<file path="config.mk">
export PLATFORM = sky130hd
export DESIGN_NAME = dbus_wb_master
export DESIGN_NICKNAME = d
export VERILOG_FILES = /design/src/rtl/dbus_wb_master_pkg.sv /design/src/rtl/dbus_wb_master_lsu_lane_align.sv /design/src/rtl/dbus_wb_master.sv
export SDC_FILE = /design/constraint.sdc
export NUM_CORES = 1
export LEC_CHECK = 0
export BUFFER_PORTS_ARGS = -buffer_cell sky130_fd_sc_hd__buf_2
export CORE_MARGIN = 3
export CORE_UTILIZATION = 53
export CTS_CLUSTER_DIAMETER = 150
export DETAILED_ROUTE_END_ITERATION = 8
export HOLD_SLACK_MARGIN = 0.02
export PLACE_DENSITY_LB_ADDON = 0.3
export SLEW_MARGIN = 20
export SYNTH_ARGS = -nofsm -noshare
export SYNTH_HDL_FRONTEND = slang
export SYNTH_SLANG_ARGS = --single-unit
</file>
<file path="constraint.sdc">
create_clock -name clk -period 3.53 [get_ports clk]
set_input_delay 0.5295 -clock clk [delete_from_list [all_inputs] [get_ports clk]]
set_output_delay 0.5295 -clock clk [all_outputs]
set_load 0.01 [all_outputs]
</file>
<file path="src/rtl/dbus_wb_master_pkg.sv">
`default_nettype none
// ============================================================================
// Package  : dbus_pkg
// Purpose  : Shared types and constants for the data-bus Wishbone initiator.
// Revision : 1.0 - initial release
// ============================================================================
package dbus_pkg;

  typedef enum logic [1:0] {
    IDLE = 2'd0,
    BUS  = 2'd1,
    DONE = 2'd2
  } dbus_state_t;

  typedef enum logic [2:0] {
    LB  = 3'b000,
    LH  = 3'b001,
    LW  = 3'b010,
    LBU = 3'b100,
    LHU = 3'b101
  } mem_size_t;

  localparam logic [31:0] TIMEOUT_FILL = 32'hDEAD_BEEF;

  // Undefined encodings behave as word accesses, so they share the word rule.
  function automatic logic is_misaligned(input logic [2:0] fun3, input logic [1:0] addr_lo);
    logic r;
    r = 1'b0;
    case (fun3)
      LB, LBU: r = 1'b0;
      LH, LHU: r = addr_lo[0];
      default: r = (addr_lo != 2'b00);
    endcase
    return r;
  endfunction

endpackage
`default_nettype wire

</file>
<file path="src/rtl/dbus_wb_master_lsu_lane_align.sv">
`default_nettype none
// ============================================================================
// Module   : lsu_lane_align
// Purpose  : Byte-lane steering for stores and lane extract/extend for loads.
// Revision : 1.0 - initial release
// ============================================================================
module lsu_lane_align
  import dbus_pkg::*;
(
  input  logic [2:0]  i_fun3,
  input  logic [1:0]  i_addr_lo,
  input  logic [31:0] i_wdata,
  input  logic [31:0] i_rdata,
  output logic [3:0]  o_sel,
  output logic [31:0] o_wdata,
  output logic [31:0] o_rdata,
  output logic        o_misaligned
);

  logic [7:0]  w_byte;
  logic [15:0] w_half;

  always_comb begin
    w_byte = i_rdata[7:0];
    case (i_addr_lo)
      2'd0:    w_byte = i_rdata[7:0];
      2'd1:    w_byte = i_rdata[15:8];
      2'd2:    w_byte = i_rdata[23:16];
      default: w_byte = i_rdata[31:24];
    endcase
    w_half = i_addr_lo[1] ? i_rdata[31:16] : i_rdata[15:0];
  end

  // fun3[2] distinguishes the unsigned load variants.
  always_comb begin
    o_sel   = 4'b0000;
    o_wdata = 32'h0;
    o_rdata = 32'h0;
    case (i_fun3)
      LB, LBU: begin
        o_sel   = 4'b0001 << i_addr_lo;
        o_wdata = {4{i_wdata[7:0]}};
        o_rdata = i_fun3[2] ? {24'h0, w_byte} : {{24{w_byte[7]}}, w_byte};
      end
      LH, LHU: begin
        o_sel   = 4'b0011 << {i_addr_lo[1], 1'b0};
        o_wdata = {2{i_wdata[15:0]}};
        o_rdata = i_fun3[2] ? {16'h0, w_half} : {{16{w_half[15]}}, w_half};
      end
      default: begin
        o_sel   = 4'b1111;
        o_wdata = i_wdata;
        o_rdata = i_rdata;
      end
    endcase
  end

  assign o_misaligned = is_misaligned(i_fun3, i_addr_lo);

endmodule
`default_nettype wire

</file>
<file path="src/rtl/dbus_wb_master.sv">
`default_nettype none
// ============================================================================
// Module   : dbus_wb_master
// Purpose  : MEM-stage load/store initiator running Wishbone classic single
//            transfers; optional ack timeout enabled by DBUS_TIMEOUT_EN.
// Revision : 1.0 - initial release
// ============================================================================
module dbus_wb_master
  import dbus_pkg::*;
#(
  parameter int ADDR_W         = 32,
  parameter int TIMEOUT_CYCLES = 255
) (
  input  logic              clk,
  input  logic              reset_n,
  input  logic              mem_read_mem,
  input  logic              mem_write_mem,
  input  logic [2:0]        fun3_mem,
  input  logic [ADDR_W-1:0] addr_mem,
  input  logic [31:0]       wdata_mem,
  output logic [31:0]       rdata_mem,
  output logic              stall_pipl,
  output logic              misaligned_o,
  output logic              wb_cyc_o,
  output logic              wb_stb_o,
  output logic              wb_we_o,
  output logic [ADDR_W-1:0] wb_adr_o,
  output logic [31:0]       wb_dat_o,
  output logic [3:0]        wb_sel_o,
  input  logic [31:0]       wb_dat_i,
  input  logic              wb_ack_i,
  output logic              bus_err_o
);

  dbus_state_t       r_state, w_next;
  logic              r_we;
  logic [ADDR_W-1:0] r_adr;
  logic [3:0]        r_sel;
  logic [31:0]       r_dat;
  logic [2:0]        r_fun3;
  logic [1:0]        r_addr_lo;
  logic [31:0]       r_rdata;
  logic              r_misal;

  logic              w_req, w_misal, w_start, w_suppress, w_ack, w_timeout;
  logic [2:0]        w_fun3;
  logic [1:0]        w_addr_lo;
  logic [3:0]        w_sel;
  logic [31:0]       w_wdat, w_load;

  assign w_req = mem_read_mem | mem_write_mem;

  // The aligner sees the live request while idle and the latched access after.
  assign w_fun3    = (r_state == IDLE) ? fun3_mem      : r_fun3;
  assign w_addr_lo = (r_state == IDLE) ? addr_mem[1:0] : r_addr_lo;

  lsu_lane_align u_align (
    .i_fun3       (w_fun3),
    .i_addr_lo    (w_addr_lo),
    .i_wdata      (wdata_mem),
    .i_rdata      (wb_dat_i),
    .o_sel        (w_sel),
    .o_wdata      (w_wdat),
    .o_rdata      (w_load),
    .o_misaligned (w_misal)
  );

  assign w_start    = (r_state == IDLE) && w_req && !w_misal;
  assign w_suppress = (r_state == IDLE) && w_req &&  w_misal;
  assign w_ack      = (r_state == BUS)  && wb_ack_i;

`ifdef DBUS_TIMEOUT_EN
  localparam int c_CNT_W = (TIMEOUT_CYCLES < 256) ? 8 : $clog2(TIMEOUT_CYCLES + 1);
  localparam logic [c_CNT_W-1:0] c_CNT_LAST = c_CNT_W'(TIMEOUT_CYCLES - 1);

  logic [c_CNT_W-1:0] r_cnt;
  logic               r_err;

  assign w_timeout = (r_state == BUS) && !wb_ack_i && (r_cnt == c_CNT_LAST);

  always_ff @(posedge clk or negedge reset_n) begin
    if (!reset_n) begin
      r_cnt <= '0;
      r_err <= 1'b0;
    end else begin
      r_err <= w_timeout;
      if (w_start)
        r_cnt <= '0;
      else if (r_state == BUS)
        r_cnt <= r_cnt + 1'b1;
    end
  end

  assign bus_err_o = r_err;
`else
  assign w_timeout = 1'b0;
  assign bus_err_o = 1'b0;
`endif

  always_ff @(posedge clk or negedge reset_n) begin
    if (!reset_n)
      r_state <= IDLE;
    else
      r_state <= w_next;
  end

  // DONE always returns to IDLE: the instruction that just completed is still in MEM.
  always_comb begin
    w_next = r_state;
    case (r_state)
      IDLE:    if (w_start) w_next = BUS;
      BUS:     if (w_ack || w_timeout) w_next = DONE;
      DONE:    w_next = IDLE;
      default: w_next = IDLE;
    endcase
  end

  always_ff @(posedge clk or negedge reset_n) begin
    if (!reset_n) begin
      r_we      <= 1'b0;
      r_adr     <= '0;
      r_sel     <= 4'b0000;
      r_dat     <= 32'h0;
      r_fun3    <= 3'b000;
      r_addr_lo <= 2'b00;
      r_rdata   <= 32'h0;
      r_misal   <= 1'b0;
    end else begin
      r_misal <= w_suppress;
      if (w_start) begin
        r_we      <= mem_write_mem;
        r_adr     <= {addr_mem[ADDR_W-1:2], 2'b00};
        r_sel     <= w_sel;
        r_dat     <= w_wdat;
        r_fun3    <= fun3_mem;
        r_addr_lo <= addr_mem[1:0];
      end
      if (w_suppress)
        r_rdata <= 32'h0;
      else if (w_ack && !r_we)
        r_rdata <= w_load;
      else if (w_timeout && !r_we)
        r_rdata <= TIMEOUT_FILL;
    end
  end

  assign stall_pipl   = w_start || (r_state == BUS);
  assign wb_cyc_o     = (r_state == BUS);
  assign wb_stb_o     = (r_state == BUS);
  assign wb_we_o      = r_we;
  assign wb_adr_o     = r_adr;
  assign wb_sel_o     = r_sel;
  assign wb_dat_o     = r_dat;
  assign rdata_mem    = r_rdata;
  assign misaligned_o = r_misal;

endmodule
`default_nettype wire

</file>
## Word level (Yosys, flattened, before mapping)

Cells that the tools add are included.

- Output and inout port bits: 106
- Memory bits (read-only): 0
- Input bits: 104
- Word-level logic and storage cells: 51
- Memory bits (writable): 0
- Memories: 0
- Latch bits: 0
- Bits in registers: 107

- Add/subtract/negate cells: 0
- Multipliers: 0
- Div/mod/pow operators: 0
- Bitwise operators: 1
- Reductions and logical operators: 16
- Equal/unequal tests: 8
- Muxes and demuxes: 15
- Magnitude comparators: 0
- Shift-type cells: 2

Operators with widths:

| operator | count |
|---|---|
| $mux W32 | 4 |
| $pmux W32 S2 | 2 |
| $pmux W8 S3 | 1 |
| $mux W16 | 1 |
| $pmux W4 S2 | 1 |
| $eq A3 B3 Y1 const B | 2 |
| $mux W2 | 3 |
| $logic_and A1 B1 Y1 | 5 |
| $eq A2 B1 Y1 const B | 2 |
| $logic_not A2 Y1 | 2 |
| $pmux W2 S2 | 1 |
| $reduce_bool A2 Y1 | 2 |
| $reduce_or A2 Y1 | 2 |
| $shl A1 B2 Y4 const A | 1 |
| $shl A2 B2 Y4 const A | 1 |
| $eq A3 B1 Y1 const B | 1 |
| $logic_not A3 Y1 | 1 |
| $mux W3 | 1 |
| $eq A2 B2 Y1 const B | 1 |
| $logic_not A1 Y1 | 2 |
| $ne A2 B1 Y1 const B | 1 |
| $ne A2 B2 Y1 const B | 1 |
| $pmux W1 S2 | 1 |
| $reduce_and A2 Y1 | 1 |
| other kinds (2) | 2 |

## Depth between registers and ports, before layout

- Depth after elaboration: 9
- Depth in mapped cells: 8
- Mapped depth without buffers: 5

## Cells and area by module

A second synthesis with hierarchy kept.

- Cells, all modules: 499
- Area total of the unflattened synthesis: 5,451.5 µm²

Modules (own cells, without submodules):

| module | seq. area each (µm²) | cells each | area an instance (µm²) | instances |
|---|---|---|---|---|
| dbus_wb_master | 2,677.6 | 316 | 4,197.8 | 1 |
| lsu_lane_align | 0.0 | 183 | 1,253.7 | 1 |

## Worst setup path after synthesis

No wires, ideal clock.

- Kind: input to register
- Start: input fun3_mem[1]
- End: register r_rdata[20] (netlist: rdata_mem[20])
- Cell stages on the path: 7
- Data required time: 3.456 ns
- Arrival: 2.002 ns
- Path slack: 1.454 ns
- Setup time: 0.074 ns
- Path buffers: 2
- Path through: or4_1 > o31ai_1 > o221a_1 > buf_6 > a311oi_4 > buf_6 > o21ai_2

- Longest elaborated chain between the ends: 6
- Elaborated cells on any way between the ends: 13
- Classes of those cells: eq/ne (3); mux (5); reduce/logical (5)

RTL lines:

| element | line | text |
|---|---|---|
| from (decl) | dbus_wb_master.sv:18 | `input logic [2:0] fun3_mem,` |
| $mux W3 * | dbus_wb_master.sv:54 | `assign w_fun3 = (r_state == IDLE) ? fun3_mem : r_fun3;` |
| $eq A3 B1 Y1 (tied with other cells) | dbus_wb_master_pkg.sv:29, dbus_wb_master_lsu_lane_align.sv:39 |  |
| $reduce_or A2 Y1 | dbus_wb_master_pkg.sv:29, dbus_wb_master_lsu_lane_align.sv:39 |  |
| $pmux W32 S2 or $pmux W1 S2 (tied branches) | dbus_wb_master_lsu_lane_align.sv:39, dbus_wb_master_pkg.sv:29 |  |
| $mux W32 or $logic_and A1 B1 Y1 (tied branches) | dbus_wb_master.sv:140, dbus_wb_master.sv:69 |  |
| $mux W32 or $reduce_bool A2 Y1 (tied branches) | -- |  |
| to (signal assigned) | dbus_wb_master.sv:141 | `r_rdata <= w_load;` |
| to (decl) | dbus_wb_master.sv:42 | `logic [31:0] r_rdata;` |

Mark *: on every way between the ends. The rest lies on a longest branch, timed or not. The select of a mux whose other input is x is not followed.
A chain may end at the register's enable or synchronous reset.

## Worst setup path in the final report

- Start: register r_state[1]
- End: register r_rdata[19] (netlist: rdata_mem[19])

- Longest elaborated chain between the ends: 8
- Elaborated cells on any way between the ends: 27
- Classes of those cells: eq/ne (6); mux (10); reduce/logical (11)

RTL lines:

| element | line | text |
|---|---|---|
| from (decl) | dbus_wb_master.sv:35 | `dbus_state_t r_state, w_next;` |
| from (signal assigned) | dbus_wb_master.sv:104 | `r_state <= w_next;` |
| $logic_not A2 Y1 | dbus_wb_master.sv:54, dbus_wb_master.sv:55, dbus_wb_master.sv:69 |  |
| $mux W2 | dbus_wb_master.sv:55 | `assign w_addr_lo = (r_state == IDLE) ? addr_mem[1:0] : r_addr_lo;` |
| $eq A2 B2 Y1 (tied with other cells) | dbus_wb_master_lsu_lane_align.sv:25 | `case (i_addr_lo)` |
| $pmux W8 S3 | dbus_wb_master_lsu_lane_align.sv:25 |  |
| $mux W32 | dbus_wb_master_lsu_lane_align.sv:43 | `o_rdata = i_fun3[2] ? {24'h0, w_byte} : {{24{w_byte[7]}}, w_byte};` |
| $pmux W32 S2 | dbus_wb_master_lsu_lane_align.sv:39 | `case (i_fun3)` |
| $mux W32 | dbus_wb_master.sv:140 | `else if (w_ack && !r_we)` |
| $mux W32 | dbus_wb_master.sv:138 | `if (w_suppress)` |

Parallel ways exist; a longest one is shown, timed or not. The select of a mux whose other input is x is not followed.

==> impl_results.md <==
* Async set or reset register ratio after synthesis at 100%
* Synth Flop Type: dfrtp_1
* First-pass detailed-route iteration total at 7
* CTS tree: done
* VDD IR max at 0.551 mV
* Register-to-register setup slack at 0.51 ns
* Final std cells w/o fill at 820
* CTS buffer count at 9
* Layout area overhead at 25.0%
* Cts repair resizes at 0
* GP Congestion at 1.00
* Initial antenna violation count at 0
* Mean Syn Cell Area at 10.6 um^2
* Post-Syn Area at 5250 um^2
* Startpoint types: flop
* Synth warnings at 0
* R2r startpoint: r_state[1]$_DFFE_PN0P_
* Post-synthesis cell count at 494
* Slowest cell delay on critical path at 0.91 ns
* Vias in the first global route at 4614
* CTS sink count at 107
* First-pass GRT wire length at 23200 um
* Slowest stage cell, crit path: a311oi_4
* Post-synth EDFFs at 0
* Die width at 106 um
* Crit Path Category: reg2reg
* Worst Hold Margin at 0.180 ns
* Leakage dissipation at 0.00317 uW
* Final HPWL DP at 10500 um
* Worst min path class: in2async
* Slew Viols, Final at 0
* Max cap viols at 0
* DRT Wirelength at 14200 um
* Die H at 106 um
* N_diodes at 0
* Layout Nets at 790
* Drt wl/cell at 17.3 um
* CORE AREA at 9420 um^2
* Buf/Inv on CP at 0
* Worst-path clk slew at 0.11 ns
* Final WS setup at 0.509 ns
* ANT nets after route at 0
* Top-area cell type share of the netlist area at 51.0%
* Final Instance Area at 6560 um^2
* Buffer depth of the longest clock path at 2
* Synth top area cells: dfrtp_1 51%, nand2_1 5.9%, mux2_2 5.6%
* Power Density at 892 nW/um^2
* Vias per inst at 5.73
* R2R depth at 5
* Die area at 11100 um^2
* GRT Util Overall at 25.5%
* Seq/Total Area, Yosys at 51.0%
* Cell family with most CP delay: compound AO/OA/AOI/OAI gates
* Io pins at 210
* Setup TNS at 0 ns
* Crit-path cells: or2_1 > a31oi_1 > o221a_1 > a311oi_4 > o21ai_0
* Worst setup EP type: flop
* Largest net degree at the start of global routing at 85
* RSZ-0062 raised after global routing: false
* Status: complete, no violations
* WP data arrival at 3.22 ns
* CP required at 3.73 ns
* Worst-Margin Slew at 0.941 ns
* Clk_skew at 0.0180 ns
* Endpoints failing setup at 0
* Initial Util at 55.8%
* Distinct cell type count of the synthesized netlist at 52
* Port bufs at 206
* Worst rel slew slack at 37.3%
* Largest area contributor in the netlist: dfrtp_1
* Minimum clock period after layout at 3.02 ns
* Setup bufs post-CTS at 0
* Drt drc at 0
* Fmax achieved at 331 MHz
* Synth Register Bits at 107
* DP Cell Count at 804
* Clock root buffer: clkbuf_8
* Fill cells at 760
* Vias post-DR at 4699
* Starting DRT DRC Count at 243
* # rows at 35
* Most common cell in the netlist: dfrtp_1
* Crit-path max FO at 16
* R2R Path End: rdata_mem[19]$_DFFE_PN0P_
* Leading cell types by count after synthesis: 107 x dfrtp_1, 82 x nand2_1, 43 x nor2_1
* Period utilization at 85.6%
* Worst slack, placed at 0.570 ns
* # H-tree levels at 3
* Share of cells above drive strength 1 at 40.7%
* Fin. Hold Viols at 0
* Placed instance area at 6360 um^2
* Clock Latency Late Sink at 0.37 ns
* Hold buffers post-CTS at 0
* Gr ovfl total at 0
==> worst max path at each step <==
stage	start	cells past startpoint	to
CTS	r_state[0]$_DFFE_PN0P_	5	rdata_mem[19]$_DFFE_PN0P_
detailed placement	r_state[0]$_DFFE_PN0P_	5	rdata_mem[19]$_DFFE_PN0P_
floorplan	fun3_mem[1]	7	rdata_mem[20]$_DFFE_PN0P_
global placement	r_state[0]$_DFFE_PN0P_	5	rdata_mem[18]$_DFFE_PN0P_
finish	r_state[1]$_DFFE_PN0P_	5	rdata_mem[19]$_DFFE_PN0P_
global route	r_state[0]$_DFFE_PN0P_	5	rdata_mem[19]$_DFFE_PN0P_
==> metal layers <==
layer | track usage [%] | share of wire [%] | vias up
met3 | 4.04 | 7.5 | 22
met2 | 41.5 | 48 | 219
met5 | 0 | 0 | -
met4 | 8.14 | 1.8 | 0
met1 | 35.4 | 42 | 2295
li1 | - | - | 2163
==> area by class of cell <==
type	count	area, um^2	area share (%)
Clock buffer	10	138	2.10
Clock inverter	6	67.6	1.03
Inverter	3	11.3	0.172
Multi-Input combinational cell	350	2380	36.3
Sequential cell	107	2680	40.8
Tap cell	129	161	2.46
Timing Repair Buffer	215	1130	17.2
==> worst register-to-register path: cells and delay by family, from the launching register on <==
kind             cells  cell delay [ns]
AO/OA/AOI/OAI        4             1.85
flip-flops           1             0.64
AND/OR/NAND/NOR      1             0.36
==> cell families after synthesis <==
logic type,count (synthesis),synth area share (%)
AND/OR/NAND/NOR,150,12.6
other,1,0.0714
AO/OA/AOI/OAI,128,16.8
flip-flops,107,51.0
multiplexers,68,15.2
buffers and inverters,39,4.15
XOR/XNOR,1,0.167
==> stage by stage <==
stage	utilization, %	total power [uW]
3_5_place_dp	67.5	5120
2_1_floorplan	-	4060
4_1_cts	69.7	5880
3_3_place_gp	67.5	4990
5_1_grt	69.7	6280
6_report	69.7	5860
==> flip-flops by register name, indices dropped and copies added (netlist names) <==
name,cells
r_state,2
wb_adr_o,30
rdata_mem,32
wb_sel_o,4
misaligned_o,1
r_addr_lo,2
wb_we_o,1
r_fun3,3
wb_dat_o,32
==> cell usage in the layout (no fill, tap or decap), types with 6 or more instances in the layout <==
master     Yosys  final
nand3_1        6      6
o2111ai_1      8      8
dfrtp_1      107    107
mux2i_1       12     12
o21ai_0       41     41
nand2_1       82     82
a31oi_1       22     22
a22oi_1        8      8
nor2_1        43     43
buf_2          9    205
o211ai_1       7      7
mux2_1        25     25
buf_4          8      8
mux2_2        26     26
o21ai_2        9      9
clkbuf_8       0     10
o221ai_1       7      7
==> power breakdown <==
group,total (uW),internal (uW),switching (uW)
combinational,2970,1260,1710
clock,756,297,458
sequential,2130,1790,339
total,5860,3340,2510
(Power assumes the default switching activity.)
